$ cat config.mk
export PLATFORM = sky130hd
export DESIGN_NAME = pool_layer
export DESIGN_NICKNAME = d
export VERILOG_FILES = /design/src/rtl/pool_layer.sv
export SDC_FILE = /design/constraint.sdc
export NUM_CORES = 1
export LEC_CHECK = 0
export ABC_CLOCK_PERIOD_IN_PS = 5600
export BUFFER_PORTS_ARGS = -buffer_cell sky130_fd_sc_hd__clkbuf_2
export CAP_MARGIN = 40
export CELL_PAD_IN_SITES_DETAIL_PLACEMENT = 0
export CELL_PAD_IN_SITES_GLOBAL_PLACEMENT = 1
export CORE_MARGIN = 1
export CORE_UTILIZATION = 45
export CTS_CLUSTER_DIAMETER = 30
export DETAILED_ROUTE_END_ITERATION = 6
export MAX_ROUTING_LAYER = met4
export PLACE_DENSITY = 0.9
export SETUP_SLACK_MARGIN = 0.02
export SYNTH_ARGS = -nofsm -noshare
export SYNTH_HDL_FRONTEND = slang
export SYNTH_SLANG_ARGS = --single-unit
$ cat constraint.sdc
create_clock -name clk_i -period 5.6 [get_ports clk_i]
set_input_delay 1.12 -clock clk_i [delete_from_list [all_inputs] [get_ports clk_i]]
set_output_delay 1.12 -clock clk_i [all_outputs]
set_load 0.01 [all_outputs]
$ cat src/rtl/pool_layer.sv
// Windowed average/max pooling over a sequential per-channel sample stream.
// One pooled word per channel is emitted for every POOL_SIZE accepted samples.
module pool_layer #(
  parameter int    INPUT_SIZE   = 16,
  parameter int    POOL_SIZE    = 4,
  parameter int    WORD_SIZE    = 16,
  parameter int    N_SIZE       = 12,
  parameter int    NUM_CHANNELS = 4,
  parameter string MODE         = "avg",
  parameter int    MULTIPLIER   = ((1 << N_SIZE) + POOL_SIZE / 2) / POOL_SIZE
) (
  input  logic                              clk_i,
  input  logic                              reset_i,
  output logic                              ready_o,
  input  logic                              valid_i,
  input  logic [NUM_CHANNELS*WORD_SIZE-1:0] data_r_i,
  output logic                              valid_o,
  input  logic                              ready_i,
  output logic [NUM_CHANNELS*WORD_SIZE-1:0] data_r_o,
  output logic                              last_o
);

  localparam int NUM_WIN = INPUT_SIZE / POOL_SIZE;
  localparam int CNT_W   = (POOL_SIZE > 1) ? $clog2(POOL_SIZE) : 1;
  localparam int WIN_W   = (NUM_WIN > 1) ? $clog2(NUM_WIN) : 1;
  localparam int ACC_W   = 2 * WORD_SIZE;
  localparam int SH_W    = ACC_W - N_SIZE;
  localparam bit IS_AVG  = (MODE == "avg");
  localparam bit IS_MAX  = (MODE == "max");

  localparam logic signed [WORD_SIZE-1:0] MULT_W   = WORD_SIZE'(MULTIPLIER);
  localparam logic signed [WORD_SIZE-1:0] WORD_MAX = {1'b0, {(WORD_SIZE-1){1'b1}}};
  localparam logic signed [WORD_SIZE-1:0] WORD_MIN = {1'b1, {(WORD_SIZE-1){1'b0}}};
  localparam logic signed [ACC_W-1:0]     ACC_MAX  = {1'b0, {(ACC_W-1){1'b1}}};
  localparam logic signed [ACC_W-1:0]     ACC_MIN  = {1'b1, {(ACC_W-1){1'b0}}};

  if (!(IS_AVG || IS_MAX)) begin : g_mode_check
    $error("pool_layer: MODE must be \"avg\" or \"max\"");
  end
  if (POOL_SIZE < 1 || (INPUT_SIZE % POOL_SIZE) != 0) begin : g_size_check
    $error("pool_layer: INPUT_SIZE must be a non-zero multiple of POOL_SIZE");
  end

  typedef enum logic {eBUSY, eDONE} state_e;

  state_e                 state;
  logic [CNT_W-1:0]       sample_cnt;
  logic [WIN_W-1:0]       win_cnt;
  logic signed [ACC_W-1:0]     acc_q [NUM_CHANNELS];
  logic signed [ACC_W-1:0]     acc_d [NUM_CHANNELS];
  logic signed [WORD_SIZE-1:0] res_d [NUM_CHANNELS];

  logic acc;
  logic out_fire;
  logic first_smp;
  logic last_smp;
  logic done_win;

  assign ready_o   = (state == eBUSY) | ready_i;
  assign acc       = valid_i & ready_o;
  assign out_fire  = valid_o & ready_i;
  assign first_smp = (sample_cnt == '0);
  assign last_smp  = (sample_cnt == CNT_W'(POOL_SIZE - 1));
  assign done_win  = acc & last_smp;

  // Next accumulator value and the window result derived from it, so the
  // completing sample is folded into the word loaded on the same edge.
  always_comb begin
    logic signed [WORD_SIZE-1:0] smp;
    logic signed [WORD_SIZE-1:0] cur_max;
    logic signed [ACC_W-1:0]     prod;
    logic        [ACC_W:0]       wide;
    logic signed [ACC_W-1:0]     nxt;
    logic signed [SH_W-1:0]      shifted;
    smp     = '0;
    cur_max = '0;
    prod    = '0;
    wide    = '0;
    nxt     = '0;
    shifted = '0;
    for (int unsigned c = 0; c < NUM_CHANNELS; c++) begin
      acc_d[c] = '0;
      res_d[c] = '0;
    end
    for (int unsigned c = 0; c < NUM_CHANNELS; c++) begin
      smp = data_r_i[c*WORD_SIZE +: WORD_SIZE];
      if (IS_MAX) begin
        cur_max = acc_q[c][WORD_SIZE-1:0];
        if (first_smp || (smp > cur_max)) begin
          nxt = {{WORD_SIZE{smp[WORD_SIZE-1]}}, smp};
        end else begin
          nxt = acc_q[c];
        end
        acc_d[c] = nxt;
        res_d[c] = nxt[WORD_SIZE-1:0];
      end else begin
        prod = smp * MULT_W;
        if (first_smp) begin
          nxt = prod;
        end else begin
          wide = {acc_q[c][ACC_W-1], acc_q[c]} + {prod[ACC_W-1], prod};
          if (wide[ACC_W] != wide[ACC_W-1]) begin
            nxt = wide[ACC_W] ? ACC_MIN : ACC_MAX;
          end else begin
            nxt = wide[ACC_W-1:0];
          end
        end
        acc_d[c] = nxt;
        // Dropping the low N_SIZE bits is an arithmetic shift toward -inf.
        shifted = nxt[ACC_W-1:N_SIZE];
        if (!shifted[SH_W-1] && (|shifted[SH_W-2:WORD_SIZE-1])) begin
          res_d[c] = WORD_MAX;
        end else if (shifted[SH_W-1] && !(&shifted[SH_W-2:WORD_SIZE-1])) begin
          res_d[c] = WORD_MIN;
        end else begin
          res_d[c] = shifted[WORD_SIZE-1:0];
        end
      end
    end
  end

  always_ff @(posedge clk_i) begin
    if (reset_i) begin
      state      <= eBUSY;
      sample_cnt <= '0;
      win_cnt    <= '0;
      valid_o    <= 1'b0;
      last_o     <= 1'b0;
      data_r_o   <= '0;
      for (int unsigned c = 0; c < NUM_CHANNELS; c++) begin
        acc_q[c] <= '0;
      end
    end else begin
      if (acc) begin
        sample_cnt <= last_smp ? '0 : sample_cnt + CNT_W'(1);
        for (int unsigned c = 0; c < NUM_CHANNELS; c++) begin
          acc_q[c] <= acc_d[c];
        end
      end
      if (done_win) begin
        win_cnt <= (win_cnt == WIN_W'(NUM_WIN - 1)) ? '0 : win_cnt + WIN_W'(1);
        for (int unsigned c = 0; c < NUM_CHANNELS; c++) begin
          data_r_o[c*WORD_SIZE +: WORD_SIZE] <= res_d[c];
        end
        last_o  <= (win_cnt == WIN_W'(NUM_WIN - 1));
        state   <= eDONE;
        valid_o <= 1'b1;
      end else if (out_fire) begin
        state   <= eBUSY;
        valid_o <= 1'b0;
      end
    end
  end

endmodule

* Yosys cells after proc, flatten, opt, wreduce, memory -nomap -nowiden
Memories as Yosys holds them, arrays and structs flattened.
Cells that the tools add are included.
** Operators by class
- $add $sub $neg :: 6
- Eq/ne operators :: 6
- Mux-type cells :: 33
- Bitwise gates (word level) :: 9
- Reduce and logical (&&, ||, !) cells :: 26
** Operators with widths (number)
- $mux 32 :: 16
- $add 32x26->33 :: 4
- $mux 16 :: 8
- $reduce_and 4->1 :: 4
- $reduce_or 4->1 :: 4
- $logic_and 1x1->1 :: 8
- $logic_not 1->1 :: 8
- $mux 1 :: 7
- $or 1x1->1 :: 5
- $add 2x1->2 const B :: 2
- $eq 2x2->1 const B :: 2
- $mux 2 :: 2
- $ne 1x1->1 :: 4
- $and 1x1->1 :: 3
- $logic_not 2->1 :: 1
- $reduce_bool 2->1 :: 1
- $not 1->1 :: 1
** Storage, ports and cells
- Register bits after elaboration :: 70
- Bits in writable memories :: 128
- Input bits :: 68
- Logic and storage cells :: 86
- Memories :: 1
** Memories
- acc_q :: depth 4, width 32, rd ports 4, clocked after Yosys merged registers in 0, wr ports 4, RTL line 49 : logic signed [ACC_W-1:0] acc_q [NUM_CHANNELS];

* Longest topological paths before layout
Gate-level depths: netlist (run 1).
- Depth in word-level cells :: 9
- Gate-level depth with buffers :: 19
- Gate-level depth less buffers :: 18

* Worst setup path after synthesis (run 1)
Ideal clock, no wire load.
- Path type :: in2reg
- Start point :: in data_r_i[0]
- End point :: reg data_r_o[0]
- Arrival time :: 4856 ps
- Required time :: 5499 ps
- Setup slack :: 643 ps
- Stages :: 17
- Path buffers :: 2
- Cell sequence :: ha_1 -> fa_1 -> a211oi_2 -> o21ai_1 -> a211o_1 -> a2111oi_4 -> nor3_1 -> o21ai_0 -> ha_1 -> clkbuf_1 -> nor2_1 -> o21ai_0 -> o21ba_2 -> o41ai_1 -> clkbuf_1 -> o21ai_0 -> o41ai_1
** Between the ends
- Word-level cells in the longest chain between the ends :: 9
** RTL lines
- from (decl) :: RTL line 16 : input logic [NUM_CHANNELS*WORD_SIZE-1:0] data_r_i,
- $add 32x26->33 * :: RTL line 101 : wide = {acc_q[c][ACC_W-1], acc_q[c]} + {prod[ACC_W-1], prod};
- $mux 32 or $ne 1x1->1 (tied branches) :: RTL line 103, 102
- $mux 32 * :: RTL line 102 : if (wide[ACC_W] != wide[ACC_W-1]) begin
- $mux 32 * :: RTL line 98 : if (first_smp) begin
- $reduce_and 4->1 :: RTL line 113 : end else if (shifted[SH_W-1] && !(&shifted[SH_W-2:WORD_SIZE-1])) begin
- $logic_not 1->1 :: RTL line 113
- $logic_and 1x1->1 :: RTL line 113
- $mux 16 :: RTL line 113
- $mux 16 * :: RTL line 111 : if (!shifted[SH_W-1] && (|shifted[SH_W-2:WORD_SIZE-1])) begin
- to (signal, indexed assignment) :: RTL line 143 : data_r_o[c*WORD_SIZE +: WORD_SIZE] <= res_d[c];
- to (decl) :: RTL line 19 : output logic [NUM_CHANNELS*WORD_SIZE-1:0] data_r_o,
Mark *: on every way between the ends. The rest lies on a longest branch, timed or not.
A chain may end at the register's enable or synchronous reset.

* Worst setup path after layout (run 1)
- Start point :: in data_r_i[0]
- End point :: reg data_r_o[3]
Same word-level chain as after synthesis.

==> metrics.md, run 1 <==
| Metric | Value |
|---|---|
| Status | `finished clean` |
| Remaining DRCs | `0` |
| Post_cts resized | `0` |
| CTS root buffer | `clkbuf_16` |
| Routed via count | `about 12000` |
| # IOs | `approximately 140` |
| Final WS setup | `around 590 ps` |
| Dpl hpwl | `~27000 µm` |
| Largest net degree at the start of global routing | `57` |
| Post-synth cell types | `~90` |
| Place WS | `between 150 and 200 ps` |
| Fin crit share | `0.894` |
| Routability cong. | `about 0.97` |
| WS Path Type | `input port to flop` |
| Number of flops mapped to enable cells by yosys | `a little under 90` |
| Most numerous cell in the Yosys netlist | `nor2_1` |
| Clk sinks | `between 150 and 200` |
| Data required, critical path | `~5900 ps` |
| Main synth FF type | `edfxtp_1` |
| Iter 0 DRT Violations | `~920` |
| Setup_tns | `0 ps` |
| Starting Density | `0.459` |
| Fmax | `approximately 200 MHz` |
| Number of fill cells | `between 2000 and 3000` |
| Relative slew slack | `0.417` |
| Number of setup violations in the final report | `0` |
| Die Height | `168 µm` |
| First-pass GRT wire length | `58400 µm` |
| DR WL/cell | `18.9 µm` |
| Crit path from | `data_r_i[0]` |
| Die W | `between 150 and 200 µm` |
| Worst-margin pin slew | `between 800 and 900 ps` |
| Max-Cap Viols | `0` |
| Placeable Area | `27000 µm²` |
| Worst hold margin | `463 ps` |
| Number of global-route vias before repair | `around 11000` |
| Total track usage | `0.267` |
| Crit. End Element | `flop` |
| Post-layout min period | `about 5000 ps` |
| FF-to-FF setup slack | `slightly above 1000 ps` |
| I/O Buffers | `between 100 and 150` |
| Clk slew on worst S/H paths | `around 70 ps` |
| Worst reg2reg startpoint | `acc_q[0][10]$_SDFFCE_PN0P_` |
| H-tree levels | `4` |
| Clock latency reported for the late side of the worst-skew pair | `roughly 440 ps` |
| Post-synth top area share | `0.213` |
| Row count | `60` |
| Most frequent cells after synthesis | `192 x nor2_1, 130 x a21oi_1, 106 x nand2_1, 102 x o21ai_0, 93 x ha_1` |
| Post-Route WL | `36700 µm` |
| VDD IR-drop max | `about 0.00018 V` |
| Hold crit path type | `flop to flop` |
| Worst clock skew | `~13 ps` |
| Min-delay src | `data_r_o[47]$_SDFFE_PP0P_` |
| Final max-slew violation count | `0` |
| Cells after Synth | `1485` |
| RSZ-0062 raised after global routing | `false` |
| Layout cell share with drive strength beyond 1 | `0.144` |
| Sequential area share after synthesis | `0.326` |
| Mapped Nets | `between 1500 and 2000` |
| Arrival @ worst endpoint | `roughly 5300 ps` |
| CTS tree | `yes` |
| Cell taking the most area after synthesis | `edfxtp_1` |
| LEAKAGE | `0.00592 µW` |
| Area Growth Syn to Fin | `13.2%` |
| Die area | `about 28000 µm²` |
| Startpoint Class | `input port` |
| Synth area leaders | `edfxtp_1 21%, dfxtp_1 11%, ha_1 9.4%` |
| Clk buf depth | `2` |
| Global route overflow | `0` |
| Pwr/cell area | `approximately 290 nW/µm²` |
| Mapped cell area | `between 10000 and 15000 µm²` |
| Ys async rst share | `0` |
| Drt pass-1 iters | `5` |
| Initial antenna violation count | `1` |
| Layout Nets | `1753` |
| Worst Path Max Fanout | `12` |
| Final hold vios | `0` |
| Avg Synthesized Cell Area | `between 8 and 9 µm²` |
| Syn. warnings | `0` |
| Post-CTS Setup Repair Bufs | `0` |
| Num CTS Buffers | `17` |
| ANT nets after route | `0` |
| CTS Hold Bufs | `0` |
| Drt via density | `6.14` |
| Number of synthesized register bits | `between 150 and 200` |
-- registers in the layout, indices dropped and copies added (netlist names) --
| name | flops |
|---|---|
| sample_cnt | 2 |
| state | 1 |
| win_cnt | 2 |
| acc_q | 88 |
| last_o | 1 |
| data_r_o | 64 |
-- cell type report --
type | instances | area, µm² | area share
antenna | 1 | 2.50 | 0.000178
clock buffer | 20 | 478 | 0.0341
multi-input combinational | 1206 | 7890 | 0.562
inverter | 44 | 165 | 0.0118
clock inverter | 12 | 92.6 | 0.00660
tap | 341 | 427 | 0.0304
timing repair buffer | 161 | 933 | 0.0665
sequential | 158 | 4040 | 0.288
-- cells in the final DEF (no fill, tap or decap), drive strengths merged, types with 20 or more instances in the layout --
cell	n
nor2	193
clkbuf	154
a21oi	130
nand2	107
o21ai	104
ha	93
edfxtp	88
dfxtp	70
inv	52
nor3	41
nand3	40
nand2b	36
a211oi	35
xnor2	33
buf	27
a21o	26
a31oi	26
and3	24
and2	24
o211ai	22
xor2	20
-- critical path, cell delays in order --
cell,delay [ps]
clkbuf_2,100
ha_1,230
fa_1,450
a211oi_2,310
o21ai_1,140
a211o_1,350
a2111oi_4,350
nor3_1,130
o21ai_0,260
ha_1,360
nand2_1,120
a211oi_1,50
o21bai_1,190
nor2_1,140
o21ai_0,140
a41oi_2,570
buf_4,230
o21ai_0,80
-- worst paths after layout --
kind / end / cells after the start
setup reg to reg: data_r_o[3]$_SDFFE_PP0P_ / 17
setup / recovery: data_r_o[3]$_SDFFE_PP0P_ / 18
hold reg to reg: data_r_o[47]$_SDFFE_PP0P_ / 2
hold / removal: data_r_o[47]$_SDFFE_PP0P_ / 2
-- stage by stage --
stage                util  area [µm²]  power (µW)  instances
CTS                 0.519       14000        4010       1942
floorplan               -       12400        2440       1485
global route        0.519       14000        4220       1943
detailed placement  0.498       13500        2830       1910
global placement    0.494       13400        2810       1905
finish              0.519       14000        4010       1943
-- cell families (layout without fill, tap and decap cells) --
| logic type | Yosys count | after routing | share of synthesized area |
|---|---|---|---|
| AOI/OAI and AO/OA | 515 | 515 | 0.284 |
| xor gates and xnor gates | 53 | 53 | 0.0374 |
| adders and majority gates | 102 | 102 | 0.104 |
| buffers and inverters | 121 | 237 | 0.0402 |
| DFF | 158 | 158 | 0.326 |
| muxes | 6 | 6 | 0.00494 |
| other | 0 | 1 | 0 |
| and+or+nand+nor | 530 | 530 | 0.203 |
-- power breakdown --
part           switching [µW]  total, µW  internal [µW]
registers                30.6       1340           1310
logic                     943       1500            553
clock network             544       1170            628
total                    1520       4010           2490
-- per-layer routing --
layer | part of all wire | routed length [µm] | track usage | vias to the layer above
met2 | 0.45 | 16600 | 0.424 | 375
li1 | - | - | - | 5806
met3 | 0.048 | 1760 | 0.0299 | 59
met1 | 0.48 | 17500 | 0.354 | 5688
met5 | 0 | 0 | - | -
met4 | 0.024 | 869 | 0.0897 | 0
(Power assumes the default switching activity.)
==> inputs of run 2 (changes only) <==
Settings changed: CORE_MARGIN 1 to 2.
==> metrics.md, run 2 (same netlist as run 1, synthesis figures left out) <==
| Metric | Value |
|---|---|
| Area Growth Syn to Fin | `12.4%` |
| Fmax | `201 MHz (+0.87%)` |
| Clk slew on worst S/H paths | `70 ps (about the same)` |
| Fin crit share | `0.886 (-0.00771)` |
| Layout Nets | `1748 (-0.29%)` |
| Routability cong. | `0.943 (-2.8%)` |
| ANT nets after route | `0 (unchanged)` |
| Startpoint Class | `input port` |
| Number of flip-flops in the largest register | `88 (unchanged)` |
| Final WS setup | `637 ps (+43.2 ps)` |
| Starting Density | `0.459 (unchanged)` |
| Worst clock skew | `15.2 ps (+2.27 ps)` |
| Num CTS Buffers | `17 (unchanged)` |
| Crit-path slowest cell | `ha_1` |
| Post_cts resized | `0 (unchanged)` |
| Routed via count | `11900 (-0.025%)` |
| VDD IR-drop max | `0.000157 V (-13%)` |
| WS Path Type | `input port to flop` |
| Crit. End Element | `flop` |
| LEAKAGE | `0.00587 µW (-0.83%)` |
| Status | `finished clean` |
| Worst-margin pin slew | `910 ps (+35.1 ps)` |
| Drt via density | `6.15 (+0.23%)` |
| Footprint of the multi-input gates | `7890 µm² (unchanged)` |
| Clk buf depth | `2 (unchanged)` |
| Most common cell after layout, fill and taps aside | `nor2_1` |
| Clk sinks | `158 (unchanged)` |
| First-pass GRT wire length | `59400 µm (+1.8%)` |
| Largest net degree at the start of global routing | `66 (+16%)` |
| Worst Path Max Fanout | `14 (+2)` |
| Initial antenna violation count | `1 (unchanged)` |
| # IOs | `135 (unchanged)` |
| Row count | `60 (unchanged)` |
| Total track usage | `0.266 (-0.00126)` |
| Clock latency reported for the late side of the worst-skew pair | `440 ps (about the same)` |
| Crit path cell chain | `clkbuf_2 > ha_1 > and4_1 > nand3_1 > a211oi_1 > nor2_1 > a311oi_1 > a21oi_1 > o21bai_1 > xor2_1 > ha_1 > nand2_1 > a211oi_1 > o21bai_1 > buf_4 > nand2b_1 > o22ai_1 > o41ai_1` |
| Die W | `170 µm (+1.2%)` |
| CTS root buffer | `clkbuf_16` |
| Remaining DRCs | `0 (unchanged)` |
| Layout cell share with drive strength beyond 1 | `0.140 (-0.00456)` |
| Iter 0 DRT Violations | `1096 (+20%)` |
| Dpl hpwl | `26800 µm (-0.57%)` |
| Drt pass-1 iters | `5 (unchanged)` |
| Data required, critical path | `5930 ps (about the same)` |
| Hold crit path type | `flop to flop` |
| Post-CTS Setup Repair Bufs | `0 (unchanged)` |
| Die area | `28900 µm² (+2.4%)` |
| Number of global-route vias before repair | `11300 (+0.24%)` |
| DR WL/cell | `19.2 µm (+1.6%)` |
| Setup_tns | `0 ps (unchanged)` |
| Global route overflow | `0 (unchanged)` |
| I/O Buffers | `134 (unchanged)` |
| Die Height | `170 µm (+1.2%)` |
| Arrival @ worst endpoint | `5300 ps (-30 ps)` |
| Final max-slew violation count | `0 (unchanged)` |
| CTS tree | `yes` |
| RSZ-0062 raised after global routing | `false` |
| Number of fill cells | `2664 (+1.4%)` |
| Post-Route WL | `37200 µm (+1.4%)` |
| H-tree levels | `4 (unchanged)` |
| Post-layout min period | `4960 ps (-43.2 ps)` |
| Register area | `4040 µm² (unchanged)` |
| Pwr/cell area | `286 nW/µm² (about the same)` |
| Most frequent cells in the layout | `191 x nor2_1, 134 x clkbuf_2, 130 x a21oi_1` |
| Max-Cap Viols | `0 (unchanged)` |
| Placeable Area | `27000 µm² (unchanged)` |
| Relative slew slack | `0.393 (-0.0240)` |
| Largest Register | `acc_q` |
| Largest registers in the final layout | `acc_q (88), data_r_o (64)` |
| CP max stage delay | `410 ps (-160 ps)` |
| Place WS | `210 ps (+44.7 ps)` |
| Final hold vios | `0 (unchanged)` |
| CTS Hold Bufs | `0 (unchanged)` |
| Number of setup violations in the final report | `0 (unchanged)` |
## run 2: changes by cell type in the layout (fill, tap and decap cells not counted), sizes merged
cell / previous run / this run
clkbuf: 154 / 156
inv: 52 / 50
buf: 27 / 22
## run 2: where the power goes
part | switching [µW] | internal (µW) | leakage [µW]
sequential | 30.9 | 1310 | 0.00153
clock | 527 | 626 | 0.000281
combinational | 948 | 544 | 0.00406
## run 2: critical path: cells and delay by family
kind	cells	cell delay, ps
AO/OA/AOI/OAI	8	1960
XOR/XNOR	1	110
adder cells (fa/ha/maj)	2	770
buffers and inverters	2	440
AND/OR/NAND/NOR	5	890
## run 2: final cells by class
class	count	area share
diodes	1	0.000180
clock buffers	22	0.0349
clock inverters	10	0.00494
inverters	44	0.0118
multi-input cells	1206	0.566
flip-flops and latches	158	0.290
well taps	341	0.0306
repair buffers	156	0.0614
## run 2: path summary, 6_finish.rpt
path                         startpoint                       end  slack, ps  cells past startpoint
max                        data_r_i[15]  data_r_o[5]$_SDFFE_PP0P_        640                     18
min                 last_o$_SDFFE_PP0P_       last_o$_SDFFE_PP0P_        460                      2
max reg2reg  acc_q[0][10]$_SDFFCE_PN0P_  data_r_o[5]$_SDFFE_PP0P_       1040                     16
min reg2reg         last_o$_SDFFE_PP0P_       last_o$_SDFFE_PP0P_        460                      2
## run 2: routing by layer
| metal | up-vias | track usage | share of wire |
|---|---|---|---|
| li1 | 5805 | - | - |
| met1 | 5636 | 0.349 | 0.46 |
| met2 | 418 | 0.427 | 0.46 |
| met3 | 66 | 0.0319 | 0.056 |
| met4 | 0 | 0.0903 | 0.023 |
| met5 | - | - | 0 |
## run 2: metrics by stage
| stage | instance area (µm²) | total power [µW] | util | hold slack [ps] | cells |
|---|---|---|---|---|---|
| after floorplan | 12400 | 2440 | - | 440 | 1485 |
| after global placement | 13300 | 2810 | 0.494 | 445 | 1903 |
| after detailed placement | 13400 | 2830 | 0.495 | 454 | 1905 |
| after CTS | 13900 | 3980 | 0.516 | 462 | 1937 |
| after global routing | 13900 | 4210 | 0.516 | 483 | 1938 |
| final | 13900 | 3990 | 0.516 | 460 | 1938 |
==> inputs of run 3 (changes only) <==
Settings changed: PLACE_DENSITY 0.9 to not set, PLACE_DENSITY_LB_ADDON set to 0.05.
==> metrics.md, run 3 (same netlist as run 1, synthesis figures left out) <==
| Metric | Value |
|---|---|
| Cells on worst reg2reg path | `17 (+1)` |
| Initial antenna violation count | `2 (+1)` |
| Largest net degree at the start of global routing | `53 (-20%)` |
| Largest registers in the final layout | `acc_q (88), data_r_o (64)` |
| Data required, critical path | `5910 ps (-20 ps)` |
| Iter 0 DRT Violations | `844 (-23%)` |
| Relative slew slack | `0.506 (+0.113)` |
| First-pass GRT wire length | `61100 µm (+2.8%)` |
| Num CTS Buffers | `17 (unchanged)` |
| Number of global-route vias before repair | `11600 (+2.1%)` |
| Most common cell after layout, fill and taps aside | `nor2_1` |
| Worst-margin pin slew | `742 ps (-169 ps)` |
| Placeable Area | `27000 µm² (unchanged)` |
| H-tree levels | `4 (unchanged)` |
| Final max-slew violation count | `0 (unchanged)` |
| ANT nets after route | `0 (unchanged)` |
| Met3 WL | `2110 µm (+2.2%)` |
| Fin crit share | `0.880 (-0.00596)` |
| Worst reg2reg startpoint | `acc_q[0][10]$_SDFFCE_PN0P_` |
| Fmax | `203 MHz (+0.68%)` |
| Final hold vios | `0 (unchanged)` |
| Post-CTS Setup Repair Bufs | `0 (unchanged)` |
| Min-delay src | `data_r_o[47]$_SDFFE_PP0P_` |
| Number of setup violations in the final report | `0 (unchanged)` |
| Starting Density | `0.459 (unchanged)` |
| Drt via density | `6.02 (-2.1%)` |
| Largest Register | `acc_q` |
| Wl on met1 | `17800 µm (+4.1%)` |
| Post_cts resized | `0 (unchanged)` |
| DR WL/cell | `19.5 µm (+1.5%)` |
| Arrival @ worst endpoint | `5240 ps (-60 ps)` |
| Area Growth Syn to Fin | `13.4%` |
| Startpoint Class | `input port` |
| Crit path from | `data_r_i[0]` |
| Worst clock skew | `17.4 ps (+2.21 ps)` |
| Layout cell share with drive strength beyond 1 | `0.143 (+0.00376)` |
| Clk buf depth | `2 (unchanged)` |
| CTS Hold Bufs | `0 (unchanged)` |
| Post-layout min period | `4930 ps (-33.4 ps)` |
| CTS tree | `yes` |
| Number of fill cells | `2653 (-0.41%)` |
| Crit path to | `data_r_o[2]$_SDFFE_PP0P_` |
| Setup_tns | `0 ps (unchanged)` |
| Most frequent cells in the layout | `191 x nor2_1, 134 x clkbuf_2, 130 x a21oi_1` |
| Global route overflow | `0 (unchanged)` |
| RSZ-0062 raised after global routing | `false` |
| Total track usage | `0.273 (+0.00761)` |
| FF-to-FF setup slack | `1100 ps (+60 ps)` |
| Worst hold margin | `462 ps (+1.80 ps)` |
| Dpl hpwl | `27600 µm (+2.7%)` |
| Die W | `170 µm (unchanged)` |
| Final Core Density | `0.520 (+0.00472)` |
| Crit. End Element | `flop` |
| Met2 routed WL | `17400 µm (+1.4%)` |
| Clk sinks | `158 (unchanged)` |
| Reg-to-reg endpoint | `data_r_o[2]$_SDFFE_PP0P_` |
| Die Height | `170 µm (unchanged)` |
| Layout Nets | `1756 (+0.46%)` |
| Worst Path Max Fanout | `9 (-5)` |
| Post-Route WL | `37900 µm (+1.9%)` |
| Routability cong. | `0.885 (-6.1%)` |
| Pwr/cell area | `292 nW/µm² (+2.0%)` |
| Routed via count | `11700 (-1.7%)` |
| Row count | `60 (unchanged)` |
| Status | `finished clean` |
| Number of flip-flops in the largest register | `88 (unchanged)` |
| Clock latency reported for the late side of the worst-skew pair | `430 ps (about the same)` |
| Die area | `28900 µm² (unchanged)` |
| # IOs | `135 (unchanged)` |
| WS Path Type | `input port to flop` |
| Clk slew on worst S/H paths | `70 ps (about the same)` |
| LEAKAGE | `0.00593 µW (+0.95%)` |
| Max-Cap Viols | `0 (unchanged)` |
| I/O Buffers | `134 (unchanged)` |
| Remaining DRCs | `0 (unchanged)` |
| VDD IR-drop max | `0.000161 V (+2.4%)` |
| Hold crit path type | `flop to flop` |
| Max layer used | `met4` |
| CTS root buffer | `clkbuf_16` |
| Drt pass-1 iters | `5 (unchanged)` |
[run 3: cell types whose count changed in the layout (fill, tap and decap cells not counted), moves of 2 or more]
cell / change
clkbuf_16: -2
clkinv_4: +2
inv_4: -2
clkinvlp_4: +2
bufinv_16: +4
inv_6: -4
buf_4: +6
[run 3: how the worst min path moves through the flow]
stage                                      endpoint  slack (ps)  cells past startpoint
after floorplan             win_cnt[1]$_SDFFE_PP0P_         440                      2
after global placement      win_cnt[1]$_SDFFE_PP0P_         450                      2
after detailed placement  data_r_o[47]$_SDFFE_PP0P_         460                      2
after CTS                 data_r_o[47]$_SDFFE_PP0P_         460                      2
after global routing      data_r_o[47]$_SDFFE_PP0P_         490                      2
final                     data_r_o[47]$_SDFFE_PP0P_         460                      2
[run 3: report_power, final]
| part | switching [µW] | internal, µW |
|---|---|---|
| clock | 517 | 745 |
| combinational | 944 | 557 |
| sequential | 30.7 | 1310 |
| total | 1490 | 2610 |
[run 3: worst max-delay path, stage by stage]
cell and delay [ps]:
clkbuf_2 100, ha_1 230, fa_1 440, a211oi_2 300, o21ai_1 140, a211o_1 350, a2111oi_4 360, nor3_1 120
o21ai_0 260, ha_1 320, nand2_1 90, a211oi_1 50, o21bai_1 180, nor2_1 320, o21ai_0 190, a41oi_2 320
buf_4 230, o21ai_0 100
[run 3: per-layer routing]
metal  vias to the layer above  track usage
met2                       301        0.447
li1                       5815            -
met1                      5562        0.355
met5                         -            -
met4                         0       0.0591
met3                        42       0.0488
[run 3: area by class of cell]
| class | instances | area [µm²] | share of cell area |
|---|---|---|---|
| Antenna cell | 2 | 5.00 | 0.000356 |
| Clock buffer | 20 | 437 | 0.0310 |
| Clock inverter | 11 | 169 | 0.0120 |
| Inverter | 44 | 165 | 0.0117 |
| Multi-Input combinational cell | 1206 | 7890 | 0.561 |
| Sequential cell | 158 | 4040 | 0.287 |
| Tap cell | 341 | 427 | 0.0303 |
| Timing Repair Buffer | 164 | 926 | 0.0658 |
[run 3: through the flow]
step | total power (µW) | setup slack (ps) | cells | instance area, µm²
floorplan | 2440 | 643 | 1485 | 12400
global placement | 2840 | 363 | 1910 | 13400
detailed placement | 2840 | 304 | 1913 | 13500
CTS | 4110 | 746 | 1944 | 14100
global route | 4340 | 337 | 1946 | 14100
finish | 4100 | 670 | 1946 | 14100
